File: config.mk
export PLATFORM = sky130hd
export DESIGN_NAME = wb_write_arbiter_flat
export DESIGN_NICKNAME = d
export VERILOG_FILES = /design/src/rtl/wb_write_arbiter_if.sv /design/src/rtl/wb_write_arbiter.sv /design/src/flat_wrapper.sv
export SDC_FILE = /design/constraint.sdc
export NUM_CORES = 1
export LEC_CHECK = 0
export CORE_AREA = 2 2 142 158
export DETAILED_ROUTE_END_ITERATION = 10
export DIE_AREA = 0 0 144 160
export PLACE_DENSITY = 0.72
export SLEW_MARGIN = 20
export SYNTH_ARGS = -nofsm -noshare
export SYNTH_HDL_FRONTEND = slang
export SYNTH_SLANG_ARGS = --single-unit
File: constraint.sdc
create_clock -name clk -period 2.8 [get_ports clk]
set_input_delay 0.56 -clock clk [delete_from_list [all_inputs] [get_ports clk]]
set_output_delay 0.56 -clock clk [all_outputs]
set_load 0.02 [all_outputs]
File: src/rtl/wb_write_arbiter_if.sv
// Bus bundle for wb_write_arbiter: ALU/LSU result inputs, issue/decode scoreboard signals and
// the register-file write port. WB_BYPASS_EN adds the same-cycle forwarding outputs.
interface wb_write_arbiter_if;
    logic        alu_valid;
    logic [4:0]  alu_rd;
    logic [31:0] alu_data;
    logic        alu_stall;
    logic        lsu_valid;
    logic        lsu_ready;
    logic [4:0]  lsu_rd;
    logic [31:0] lsu_data;
    logic        issue_valid;
    logic [4:0]  issue_rd;
    logic [4:0]  rs1;
    logic [4:0]  rs2;
    logic        rs1_busy;
    logic        rs2_busy;
    logic        reg_wr_en;
    logic [4:0]  rd;
    logic [31:0] rd_data;
`ifdef WB_BYPASS_EN
    logic        rs1_fwd_valid;
    logic        rs2_fwd_valid;
    logic [31:0] rs1_fwd_data;
    logic [31:0] rs2_fwd_data;
`endif

    modport master (
        output alu_valid, alu_rd, alu_data, lsu_valid, lsu_rd, lsu_data,
               issue_valid, issue_rd, rs1, rs2,
        input  alu_stall, lsu_ready, rs1_busy, rs2_busy, reg_wr_en, rd, rd_data
`ifdef WB_BYPASS_EN
        , input rs1_fwd_valid, rs2_fwd_valid, rs1_fwd_data, rs2_fwd_data
`endif
    );

    modport slave (
        input  alu_valid, alu_rd, alu_data, lsu_valid, lsu_rd, lsu_data,
               issue_valid, issue_rd, rs1, rs2,
        output alu_stall, lsu_ready, rs1_busy, rs2_busy, reg_wr_en, rd, rd_data
`ifdef WB_BYPASS_EN
        , output rs1_fwd_valid, rs2_fwd_valid, rs1_fwd_data, rs2_fwd_data
`endif
    );
endinterface

File: src/rtl/wb_write_arbiter.sv
// Register-file write-port arbiter: ALU results bypass a small long-latency result FIFO, with
// an anti-starvation stall and a pending scoreboard. Optional macro WB_BYPASS_EN adds forwarding.
module wb_write_arbiter #(
    parameter int DEPTH      = 4,
    parameter int STARVE_MAX = 8
) (
    input logic                clk,
    input logic                rst_n,
    wb_write_arbiter_if.slave  wb
);
    localparam int AW = $clog2(DEPTH);
    localparam int CW = $clog2(STARVE_MAX + 1);

    typedef struct packed {
        logic [4:0]  rd;
        logic [31:0] data;
    } wb_entry_t;

    typedef enum logic [1:0] {SEL_NONE, SEL_ALU, SEL_FIFO} sel_e;

    wb_entry_t     fifo_mem [DEPTH];
    logic [AW-1:0] wr_ptr_q, rd_ptr_q;
    logic [AW:0]   count_q, count_d;
    logic [CW-1:0] starve_q, starve_d;
    logic [31:0]   pending_q, pending_d;
    logic          reg_wr_en_q;
    logic [4:0]    rd_q;
    logic [31:0]   rd_data_q;

    logic          empty, full, push, pop, stall;
    sel_e          sel;
    wb_entry_t     sel_entry;
    logic [31:0]   set_mask, clr_mask;

    assign empty = (count_q == '0);
    assign full  = (count_q == (AW+1)'(DEPTH));
    assign push  = wb.lsu_valid && !full;
    assign stall = (starve_q == CW'(STARVE_MAX)) && !empty;
    assign pop   = (sel == SEL_FIFO);

    // NOTE: every variable assigned in always_comb gets a default first, so no path can infer a latch.
    always_comb begin
        sel       = SEL_NONE;
        sel_entry = '0;
        if (stall) begin
            sel       = SEL_FIFO;
            sel_entry = fifo_mem[rd_ptr_q];
        end else if (wb.alu_valid) begin
            sel       = SEL_ALU;
            sel_entry = '{rd: wb.alu_rd, data: wb.alu_data};
        end else if (!empty) begin
            sel       = SEL_FIFO;
            sel_entry = fifo_mem[rd_ptr_q];
        end
    end

    always_comb begin
        count_d  = count_q + (AW+1)'(push) - (AW+1)'(pop);
        starve_d = (empty || pop) ? '0 : starve_q + CW'(1);
        set_mask = (wb.issue_valid && wb.issue_rd != 5'd0) ? (32'd1 << wb.issue_rd) : 32'd0;
        clr_mask = reg_wr_en_q ? (32'd1 << rd_q) : 32'd0;
        // A new issue to a register being written this cycle must stay pending.
        pending_d = (pending_q & ~clr_mask) | set_mask;
    end

    // NOTE: the FIFO storage has no reset; count and pointers alone decide what is valid.
    always_ff @(posedge clk) begin
        if (push) fifo_mem[wr_ptr_q] <= '{rd: wb.lsu_rd, data: wb.lsu_data};
    end

    // NOTE: sequential state uses non-blocking assignments so every register samples pre-edge values.
    always_ff @(posedge clk or negedge rst_n) begin
        if (!rst_n) begin
            wr_ptr_q    <= '0;
            rd_ptr_q    <= '0;
            count_q     <= '0;
            starve_q    <= '0;
            pending_q   <= '0;
            reg_wr_en_q <= 1'b0;
            rd_q        <= '0;
            rd_data_q   <= '0;
        end else begin
            if (push) wr_ptr_q <= wr_ptr_q + AW'(1);
            if (pop)  rd_ptr_q <= rd_ptr_q + AW'(1);
            count_q   <= count_d;
            starve_q  <= starve_d;
            pending_q <= pending_d;
            if (sel == SEL_NONE) begin
                reg_wr_en_q <= 1'b0;
            end else begin
                reg_wr_en_q <= (sel_entry.rd != 5'd0);
                rd_q        <= sel_entry.rd;
                rd_data_q   <= sel_entry.data;
            end
        end
    end

    assign wb.alu_stall = stall;
    assign wb.lsu_ready = !full;
    assign wb.rs1_busy  = pending_q[wb.rs1];
    assign wb.rs2_busy  = pending_q[wb.rs2];
    assign wb.reg_wr_en = reg_wr_en_q;
    assign wb.rd        = rd_q;
    assign wb.rd_data   = rd_data_q;

`ifdef WB_BYPASS_EN
    assign wb.rs1_fwd_valid = reg_wr_en_q && (rd_q == wb.rs1) && (wb.rs1 != 5'd0);
    assign wb.rs2_fwd_valid = reg_wr_en_q && (rd_q == wb.rs2) && (wb.rs2 != 5'd0);
    assign wb.rs1_fwd_data  = rd_data_q;
    assign wb.rs2_fwd_data  = rd_data_q;
`endif
endmodule

File: src/flat_wrapper.sv
// flat-port wrapper written by rule: the top's interface ports become plain ports
module wb_write_arbiter_flat 
#(
    parameter int DEPTH      = 4,
    parameter int STARVE_MAX = 8
)
  (clk, rst_n, wb_alu_valid, wb_alu_rd, wb_alu_data, wb_lsu_valid, wb_lsu_rd, wb_lsu_data, wb_issue_valid, wb_issue_rd, wb_rs1, wb_rs2, wb_alu_stall, wb_lsu_ready, wb_rs1_busy, wb_rs2_busy, wb_reg_wr_en, wb_rd, wb_rd_data);
  wb_write_arbiter_if wb_i ();
  input logic clk;
  input logic rst_n;
  input wire logic [$bits(wb_i.alu_valid)-1:0] wb_alu_valid;
  input wire logic [$bits(wb_i.alu_rd)-1:0] wb_alu_rd;
  input wire logic [$bits(wb_i.alu_data)-1:0] wb_alu_data;
  input wire logic [$bits(wb_i.lsu_valid)-1:0] wb_lsu_valid;
  input wire logic [$bits(wb_i.lsu_rd)-1:0] wb_lsu_rd;
  input wire logic [$bits(wb_i.lsu_data)-1:0] wb_lsu_data;
  input wire logic [$bits(wb_i.issue_valid)-1:0] wb_issue_valid;
  input wire logic [$bits(wb_i.issue_rd)-1:0] wb_issue_rd;
  input wire logic [$bits(wb_i.rs1)-1:0] wb_rs1;
  input wire logic [$bits(wb_i.rs2)-1:0] wb_rs2;
  output wire logic [$bits(wb_i.alu_stall)-1:0] wb_alu_stall;
  output wire logic [$bits(wb_i.lsu_ready)-1:0] wb_lsu_ready;
  output wire logic [$bits(wb_i.rs1_busy)-1:0] wb_rs1_busy;
  output wire logic [$bits(wb_i.rs2_busy)-1:0] wb_rs2_busy;
  output wire logic [$bits(wb_i.reg_wr_en)-1:0] wb_reg_wr_en;
  output wire logic [$bits(wb_i.rd)-1:0] wb_rd;
  output wire logic [$bits(wb_i.rd_data)-1:0] wb_rd_data;
  assign wb_i.alu_valid = wb_alu_valid;
  assign wb_i.alu_rd = wb_alu_rd;
  assign wb_i.alu_data = wb_alu_data;
  assign wb_i.lsu_valid = wb_lsu_valid;
  assign wb_i.lsu_rd = wb_lsu_rd;
  assign wb_i.lsu_data = wb_lsu_data;
  assign wb_i.issue_valid = wb_issue_valid;
  assign wb_i.issue_rd = wb_issue_rd;
  assign wb_i.rs1 = wb_rs1;
  assign wb_i.rs2 = wb_rs2;
  assign wb_alu_stall = wb_i.alu_stall;
  assign wb_lsu_ready = wb_i.lsu_ready;
  assign wb_rs1_busy = wb_i.rs1_busy;
  assign wb_rs2_busy = wb_i.rs2_busy;
  assign wb_reg_wr_en = wb_i.reg_wr_en;
  assign wb_rd = wb_i.rd;
  assign wb_rd_data = wb_i.rd_data;
  wb_write_arbiter #(.DEPTH(DEPTH), .STARVE_MAX(STARVE_MAX)) u_core (.clk(clk), .rst_n(rst_n), .wb(wb_i));
endmodule
==> run summary, run 1 <==
die height = 160 microns
CTS H-tree depth = 1
Comb pwr share = 0.320
Hold Path Class = input port to async pin
Critical Path AT = 2.31 ns
Max clock buf depth = 3
core area = 0.0216 sq mm
post-synthesis sequential area ratio = 0.681
Psw = 3.90 mW
cts-stage hold buffer count = 0
max_cap viols = 0
Max Used Layer = met5
I/O pin count = 136
leakage power = 4.31 nW
Via Count = 6099
period utilization = 1.03
DR vias/cell = 5.74
setup ws final = -0.0707 ns
Setup Buffers After CTS = 0
Max Slew Vio Count = 0
crit-path max FO = 3
Final Hold Vio Count = 0
Core Rows = 57
drt pass-1 iters = 5
Layout Skew = 0.00823 ns
kind of critical path = register to output port
CTS clock-pin slew for the worst setup and hold paths = 0.07 ns
Power Density = 1010 mW/mm^2
Clock power frac = 0.252
Routed met1 length = 9.03 mm
Resized Gates After CTS = 25
Overflow after GRT = 0
final instance area = 0.0121 sq mm
Worst IR Drop VDD = 571 uV
Routed Antenna Nets = 0
most instantiated library cell after synthesis = edfxtp_1
cts bufs inserted = 23
Worst Path Required = 2.24 ns
met3 wire length = 1.99 mm
DRC Markers = 0
PortBufs = 135
Mapped Nets = 708
Mapped Cells = 605
Die X = 144 microns
total number of yosys warnings = 0
final wirelength = 22.9 mm
GRT Total Usage = 0.202
Sequential Power Share = 0.427
status = finished with violations
Rel. slew slack = 0.613
CTS sink cnt = 229
post-DP HPWL = 15.8 mm
Wirelength per Cell = 21.6 microns
Mapped Area = 0.00951 sq mm
Int Power = 8.33 mW
Nets = 853
Worst Tran Pin Value = 0.581 ns
R2R Setup Slk = 0.49 ns
vias in the first global route = 6474
P&R area growth vs syn = 27.5%
failing checks = setup timing
Avg Cell Area, Syn = 15.7 sq um
Synth Register Bits = 229
unique cell type count in the Yosys netlist = 34
largest net degree at the start of global routing = 43
Starting Density = 0.440
layout cells sized above 1 = 0.171
initial DRC count = 507
startpoint types = register
setup TNS = -0.113 ns
ys flop type = edfxtp_1
initial antenna violation count = 2
RSZ-0062 raised after global routing = yes
clock period minus worst slack = 2.87 ns
top cells by count, synth = edfxtp_1 (148), dfrtp_1 (81), nand2_1 (74), o21ai_0 (62), mux4_2 (57)
FFs w/ async S/R, synth = 0.354
top cells by area, synth = edfxtp_1 (47%), dfrtp_1 (21%), mux4_2 (13%)
met2 routed WL = 11.5 mm
CTS tree = done
first-pass GRT wire length = 35.8 mm
Synth top area share = 0.467
GPL Wtd Cong = 0.861
endpoints failing setup = 2
crit path capture type = output port
Placed Area = 0.0113 sq mm
cell taking the most area after synthesis = edfxtp_1
CTS root buf = clkbuf_16
Skew-Pair Late Insertion Delay = 0.50 ns
highest clock rate = 348 MHz
EDFF count, synth = 148
Sw Ratio = 0.319
Die Area = 0.0230 sq mm
total chip power = 12.2 mW
[per-layer routing]
layer	track usage	vias up
li1	-	2668
met1	0.269	3076
met2	0.342	310
met3	0.0405	43
met4	0.0495	2
met5	0	-
[logic make-up after synthesis]
logic type	count (synthesis)	synth area share
AOI/OAI and AO/OA	138	0.0851
xor gates and xnor gates	7	0.00645
adders and majority gates	9	0.0126
buffers and inverters	46	0.0211
DFF	229	0.681
muxes	59	0.137
and+or+nand+nor	117	0.0568
[worst paths after layout]
path / startpoint / endpoint / cells past startpoint
hold reg to reg: u_core.starve_q[0] / u_core.starve_q[0] / 1
max in group asynchronous: rst_n / u_core.wb.rd_data[22] / 2
min in group clk: u_core.starve_q[0] / u_core.starve_q[0] / 1
setup reg to reg: u_core.starve_q[0] / u_core.count_q[2] / 11
hold / removal: rst_n / u_core.pending_q[24] / 1
setup / recovery: u_core.pending_q[3] / wb_rs1_busy / 4
[cell type report]
| class | count | area, sq um |
|---|---|---|
| clock buffers | 27 | 601 |
| diodes | 1 | 2.50 |
| inverters | 12 | 45.0 |
| flip-flops and latches | 229 | 6470 |
| multi-input cells | 330 | 2860 |
| clock inverters | 15 | 165 |
| repair buffers | 154 | 1610 |
| fillers | 1682 | 9490 |
| well taps | 295 | 369 |
[stage by stage]
stage | setup slack (ns) | util | hold slack [ns] | instances
after floorplan | 0.235 | - | 0.264 | 605
after detailed placement | -0.793 | 0.525 | 0.509 | 1020
final | -0.0707 | 0.561 | 0.0501 | 1063
after global placement | -0.763 | 0.525 | 0.465 | 1020
after global routing | -0.110 | 0.561 | 0.0775 | 1062
after CTS | -0.0898 | 0.561 | 0.0533 | 1062
[layout by cell type, fill, tap and decap left out, types with 2 or more instances in the layout]
master	synthesis	final
clkbuf_16	0	23
dlygate4sd2_1	0	3
o21ai_0	62	62
or3b_2	4	4
clkinvlp_4	0	2
nand2_1	74	74
clkdlybuf4s50_1	0	127
nor2_1	9	9
a31oi_1	32	32
ha_1	8	8
xor2_1	2	2
clkinv_2	0	4
nand3b_1	11	11
buf_4	5	9
edfxtp_1	148	148
buf_12	0	9
a32o_1	4	4
dfrtp_1	81	79
bufinv_16	0	3
a21o_1	4	4
and3_2	0	4
mux4_2	57	57
inv_1	12	12
or3_1	3	3
clkbuf_1	21	3
nand3_1	6	6
mux2_4	0	2
buf_6	0	4
o22ai_1	32	32
xnor2_1	5	5
clkinv_1	0	3
dfrtp_2	0	2
[state kept, by name, indices dropped and copies added, names as in the netlist]
register             cells
u_core.count_q           3
u_core.fifo_mem        148
u_core.pending_q        32
u_core.rd_ptr_q          2
u_core.starve_q          4
u_core.wb.rd             5
u_core.wb.rd_data       32
u_core.wb.reg_wr_en      1
u_core.wr_ptr_q          2
[power by group through the flow]
| stage | Clock, mW | Combinational [mW] | Sequential (mW) |
|---|---|---|---|
| floorplan | 0 | 2.37 | 5.22 |
| global placement | 0 | 3.82 | 5.22 |
| detailed placement | 0 | 3.91 | 5.29 |
| CTS | 3.15 | 3.96 | 5.23 |
| global route | 3.29 | 4.23 | 5.33 |
| finish | 3.09 | 3.92 | 5.23 |
[worst max-delay path, cell delays in order, from the launching register on]
cell	delay (ns)
dfrtp_1	0.41
mux4_2	0.49
mux4_2	0.49
mux2_4	0.29
buf_6	0.13
(Power assumes the default switching activity.)
==> run 2: changes to the inputs <==
--- a/config.mk
+++ b/config.mk
@@ -5,7 +5,9 @@
 export SDC_FILE = /design/constraint.sdc
 export NUM_CORES = 1
 export LEC_CHECK = 0
+export ABC_CLOCK_PERIOD_IN_PS = 2800
 export CORE_AREA = 2 2 142 158
+export CTS_BUF_LIST = sky130_fd_sc_hd__clkbuf_4 sky130_fd_sc_hd__clkbuf_8
 export DETAILED_ROUTE_END_ITERATION = 10
 export DIE_AREA = 0 0 144 160
 export PLACE_DENSITY = 0.72
==> run summary, run 2 (synthesis results as in run 1) <==
largest net degree at the start of global routing = 43
CTS sink cnt = 229
GPL Wtd Cong = 0.861
Skew-Pair Late Insertion Delay = 0.52 ns
period utilization = 1.02
Power Density = 1000 mW/mm^2
drt pass-1 iters = 5
CTS clock-pin slew for the worst setup and hold paths = 0.07 ns
RSZ-0062 raised after global routing = yes
worst hold slack = 0.0480 ns
CP max stage cell = mux4_2
Buf/Inv on CP = 3
post-DP HPWL = 15.8 mm
clock period minus worst slack = 2.87 ns
Routed Antenna Nets = 0
launch point of the worst reg-to-reg path = u_core.starve_q[0]
crit-path max FO = 8
die height = 160 microns
endpoints failing setup = 2
Worst Path Required = 2.24 ns
Starting Density = 0.440
post-route insts no fill = 1088
CTS root buf = clkbuf_8
kind of critical path = input port to output port
P&R area growth vs syn = 27.9%
Wirelength per Cell = 21.3 microns
Die X = 144 microns
highest clock rate = 349 MHz
CTS H-tree depth = 2
Via Count = 6145
Die Area = 0.0230 sq mm
first-pass GRT wire length = 36.0 mm
max reg flops = 148
Critical Path AT = 2.31 ns
Rel. slew slack = 0.612
cts bufs inserted = 36
Worst Tran Pin Value = 0.581 ns
FF-to-FF End = u_core.count_q[2]
Hold Path Class = input port to async pin
Final Hold Vio Count = 0
Nets = 868
setup ws final = -0.0682 ns
setup TNS = -0.110 ns
PortBufs = 135
most frequent CP cell = mux4_2
cts-stage hold buffer count = 0
CP top delay family = multiplexers
initial DRC count = 462
leakage power = 4.37 nW
CTS tree = done
Cell Chain, Critical Path = clkdlybuf4s15_2 > buf_12 > mux4_2 > mux4_2 > mux2_4 > buf_6
utilization after layout = 0.563
Biggest register = u_core.fifo_mem
I/O pin count = 136
startpoint types = input port
layout cells sized above 1 = 0.202
Max Slew Vio Count = 0
DRC Markers = 0
commonest cells after routing, fill and taps aside = edfxtp_1 (148), clkdlybuf4s50_1 (127), dfrtp_1 (79)
Layout Skew = 0.0208 ns
core area = 0.0216 sq mm
final wirelength = 23.2 mm
Max clock buf depth = 3
status = finished with violations
failing checks = setup timing
FF-to-FF path depth = 11
max_cap viols = 0
Overflow after GRT = 0
vias in the first global route = 6611
initial antenna violation count = 2
most common cell after layout, fill and taps aside = edfxtp_1
Cells after DPL = 1020
GRT Total Usage = 0.205
DR vias/cell = 5.65
R2R Setup Slk = 0.51 ns
Core Rows = 57
Worst path max stage delay = 0.50 ns
crit path capture type = output port
dpl ws = -0.793 ns
Worst IR Drop VDD = 535 uV
==> run 2: how the worst max path moves through the flow <==
stage	cells after the start	end	slack [ns]	from
6_report	6	wb_rs1_busy	-0.07	wb_rs1[0]
5_1_grt	4	wb_rs1_busy	-0.11	u_core.pending_q[2]
4_1_cts	4	wb_rs1_busy	-0.1	u_core.pending_q[20]
3_5_place_dp	6	wb_rs1_busy	-0.79	wb_rs1[0]
3_3_place_gp	6	wb_rs2_busy	-0.76	wb_rs2[0]
2_1_floorplan	4	wb_rs1_busy	0.23	wb_rs1[0]
==> run 2: stage by stage <==
| stage | power, mW | cell area [sq um] |
|---|---|---|
| after global placement | 9.04 | 11300 |
| after CTS | 12.3 | 12200 |
| after global routing | 12.8 | 12200 |
| after floorplan | 7.60 | 9510 |
| final | 12.2 | 12200 |
| after detailed placement | 9.20 | 11300 |
==> run 2: worst reg2reg max path, delay by kind of cell, from the launching register on <==
kind / cells / cell delay [ns]
AOI/OAI and AO/OA: 1 / 0.23
buffers and inverters: 3 / 0.18
and+or+nand+nor: 1 / 0.14
adders and majority gates: 4 / 0.95
xor gates and xnor gates: 2 / 0.32
DFF: 1 / 0.41
==> run 2: what timing repair did <==
| item | in CTS | in global routing |
|---|---|---|
| hold endpoints to repair | 0 | 0 |
| resized for setup | 25 | 0 |
| pin swaps | 0 | 0 |
| buffers inserted | 1 | 1 |
| setup endpoints to repair | 3 | 2 |
==> run 2: layout make-up <==
class	count	area (sq um)
repair buffers	156	1630
fillers	1686	9440
multi-input cells	330	2860
well taps	295	369
flip-flops and latches	229	6470
diodes	1	2.50
clock buffers	51	639
inverters	12	45.0
clock inverters	14	151
==> run 2: power by group <==
part           switching (mW)  total [mW]  leakage [nW]  internal, mW
logic                    2.01        3.95          1.65          1.94
clock network            1.28        3.04         0.415          1.76
registers               0.649        5.23          2.30          4.58
total                    3.94        12.2          4.37          8.29
==> run 2: per-layer routing <==
layer / part of all wire / track usage / vias to the layer above
li1: - / - / 2707
met1: 0.39 / 0.263 / 3098
met2: 0.50 / 0.342 / 282
met3: 0.084 / 0.0432 / 56
met4: 0.030 / 0.0798 / 2
met5: 0.00073 / 0 / -
==> run 3: changes to the inputs <==
--- a/config.mk
+++ b/config.mk
@@ -6,10 +6,10 @@
 export NUM_CORES = 1
 export LEC_CHECK = 0
 export ABC_CLOCK_PERIOD_IN_PS = 2800
-export CORE_AREA = 2 2 142 158
+export CORE_AREA = 10 10 150 166
 export CTS_BUF_LIST = sky130_fd_sc_hd__clkbuf_4 sky130_fd_sc_hd__clkbuf_8
 export DETAILED_ROUTE_END_ITERATION = 10
-export DIE_AREA = 0 0 144 160
+export DIE_AREA = 0 0 160 176
 export PLACE_DENSITY = 0.72
 export SLEW_MARGIN = 20
 export SYNTH_ARGS = -nofsm -noshare
==> run summary, run 3 (synthesis results as in run 1) <==
Max clock buf depth = 3
CP max stage cell = mux4_2
CTS tree = done
drt pass-1 iters = 5
CTS H-tree depth = 2
Cell Chain, Critical Path = mux4_2 > mux4_2 > mux2_4 > buf_6
Layout Skew = 0.0364 ns
Die X = 160 microns
total chip power = 12.0 mW
leakage power = 4.33 nW
post-DP HPWL = 16.5 mm
first-pass GRT wire length = 37.7 mm
most common cell after layout, fill and taps aside = edfxtp_1
die height = 176 microns
Int Power = 8.06 mW
highest clock rate = 344 MHz
Rel. slew slack = 0.618
core area = 0.0217 sq mm
endpoints failing setup = 2
kind of critical path = register to output port
initial DRC count = 352
cts-stage hold buffer count = 0
R2R Setup Slk = 0.50 ns
largest net degree at the start of global routing = 43
clock period minus worst slack = 2.91 ns
setup ws final = -0.108 ns
layout cells sized above 1 = 0.197
Routed Antenna Nets = 0
Worst Path Required = 2.24 ns
status = finished with violations
I/O pin count = 136
PortBufs = 135
Hold Path Class = input port to async pin
CTS clock-pin slew for the worst setup and hold paths = 0.07 ns
crit path capture type = output port
Power Density = 996 mW/mm^2
GRT Total Usage = 0.168
Worst path max stage delay = 0.50 ns
failing checks = setup timing
DR vias/cell = 5.65
CTS root buf = clkbuf_8
fill count = 1726
period utilization = 1.04
max_cap viols = 0
DRC Markers = 0
RSZ-0062 raised after global routing = yes
Skew-Pair Late Insertion Delay = 0.54 ns
CTS sink cnt = 229
crit-path max FO = 3
Setup Buffers After CTS = 0
dpl ws = -0.808 ns
cts bufs inserted = 36
Sequential Power Share = 0.435
max reg flops = 148
Nets = 867
Critical Path AT = 2.35 ns
Sw Ratio = 0.330
Clock power frac = 0.238
Worst IR Drop VDD = 584 uV
Psw = 3.97 mW
final wirelength = 23.9 mm
GPL Wtd Cong = 0.891
startpoint types = register
Via Count = 6152
most frequent CP cell = mux4_2
initial antenna violation count = 4
Worst Tran Pin Value = 0.573 ns
P&R area growth vs syn = 27.0%
vias in the first global route = 6698
Final Hold Vio Count = 0
Wirelength per Cell = 21.9 microns
Die Area = 0.0282 sq mm
Overflow after GRT = 0
Comb pwr share = 0.326
utilization after layout = 0.557
launch point of the worst reg-to-reg path = u_core.starve_q[0]
Biggest register = u_core.fifo_mem
Starting Density = 0.439
FF-to-FF path depth = 11
Core Rows = 57
Max Slew Vio Count = 0
commonest cells after routing, fill and taps aside = edfxtp_1 (148), clkdlybuf4s50_1 (127), dfrtp_1 (79)
FF-to-FF End = u_core.count_q[2]
[run 3: changes by cell type in the layout (fill, tap and decap cells not counted), sizes merged]
cell    delta
clkinv     +6
diode      +1
bufinv     -2
clkbuf     -3
buf        -1
[run 3: stage by stage]
stage	hold slack [ns]	setup TNS, ns	instances	area (sq um)
detailed placement	0.478	-1.57	1021	11300
global placement	0.464	-1.50	1021	11300
finish	0.0463	-0.190	1089	12100
CTS	0.0234	-0.254	1087	12100
floorplan	0.264	0	605	9510
global route	0.0628	-0.286	1087	12100
[run 3: how the worst max path moves through the flow]
stage | from | end | slack, ns | cells past startpoint
final | u_core.pending_q[3] | wb_rs1_busy | -0.11 | 4
after floorplan | wb_rs1[0] | wb_rs1_busy | 0.23 | 4
after CTS | u_core.pending_q[3] | wb_rs1_busy | -0.14 | 4
after global placement | wb_rs2[0] | wb_rs2_busy | -0.75 | 6
after detailed placement | wb_rs1[0] | wb_rs1_busy | -0.81 | 6
after global routing | u_core.pending_q[3] | wb_rs1_busy | -0.15 | 4
[run 3: layout make-up]
type,count,area (sq um),area share
inverters,12,45.0,0.00373
clock inverters,18,130,0.0108
multi-input cells,330,2850,0.236
repair buffers,155,1580,0.131
flip-flops and latches,229,6470,0.536
well taps,295,369,0.0306
clock buffers,48,623,0.0516
diodes,2,5.00,0.000414
[run 3: power by group through the flow]
stage                     clock network, mW  logic [mW]  registers [mW]
after floorplan                           0        2.37            5.22
after detailed placement                  0        3.93            5.29
after global placement                    0        3.82            5.22
after CTS                              2.94        3.98            5.23
final                                  2.87        3.92            5.24
after global routing                   3.09        4.28            5.33
[run 3: layer usage]
metal,GRT usage,part of all wire,vias up
met5,0,0.00050,-
met4,0.0670,0.030,2
met3,0.0522,0.088,63
met2,0.277,0.49,314
met1,0.205,0.39,3074
li1,-,-,2699
[run 3: timing repair]
action | in CTS | in global routing
gates resized for setup | 21 | 1
cloned | 0 | 0
endpoints found under the setup margin | 3 | 2
[run 3: worst max-delay path: cells and delay by family (launching register included)]
family   cells  cell delay (ns)
buf+inv      1             0.13
flops        1             0.43
mux          3             1.28
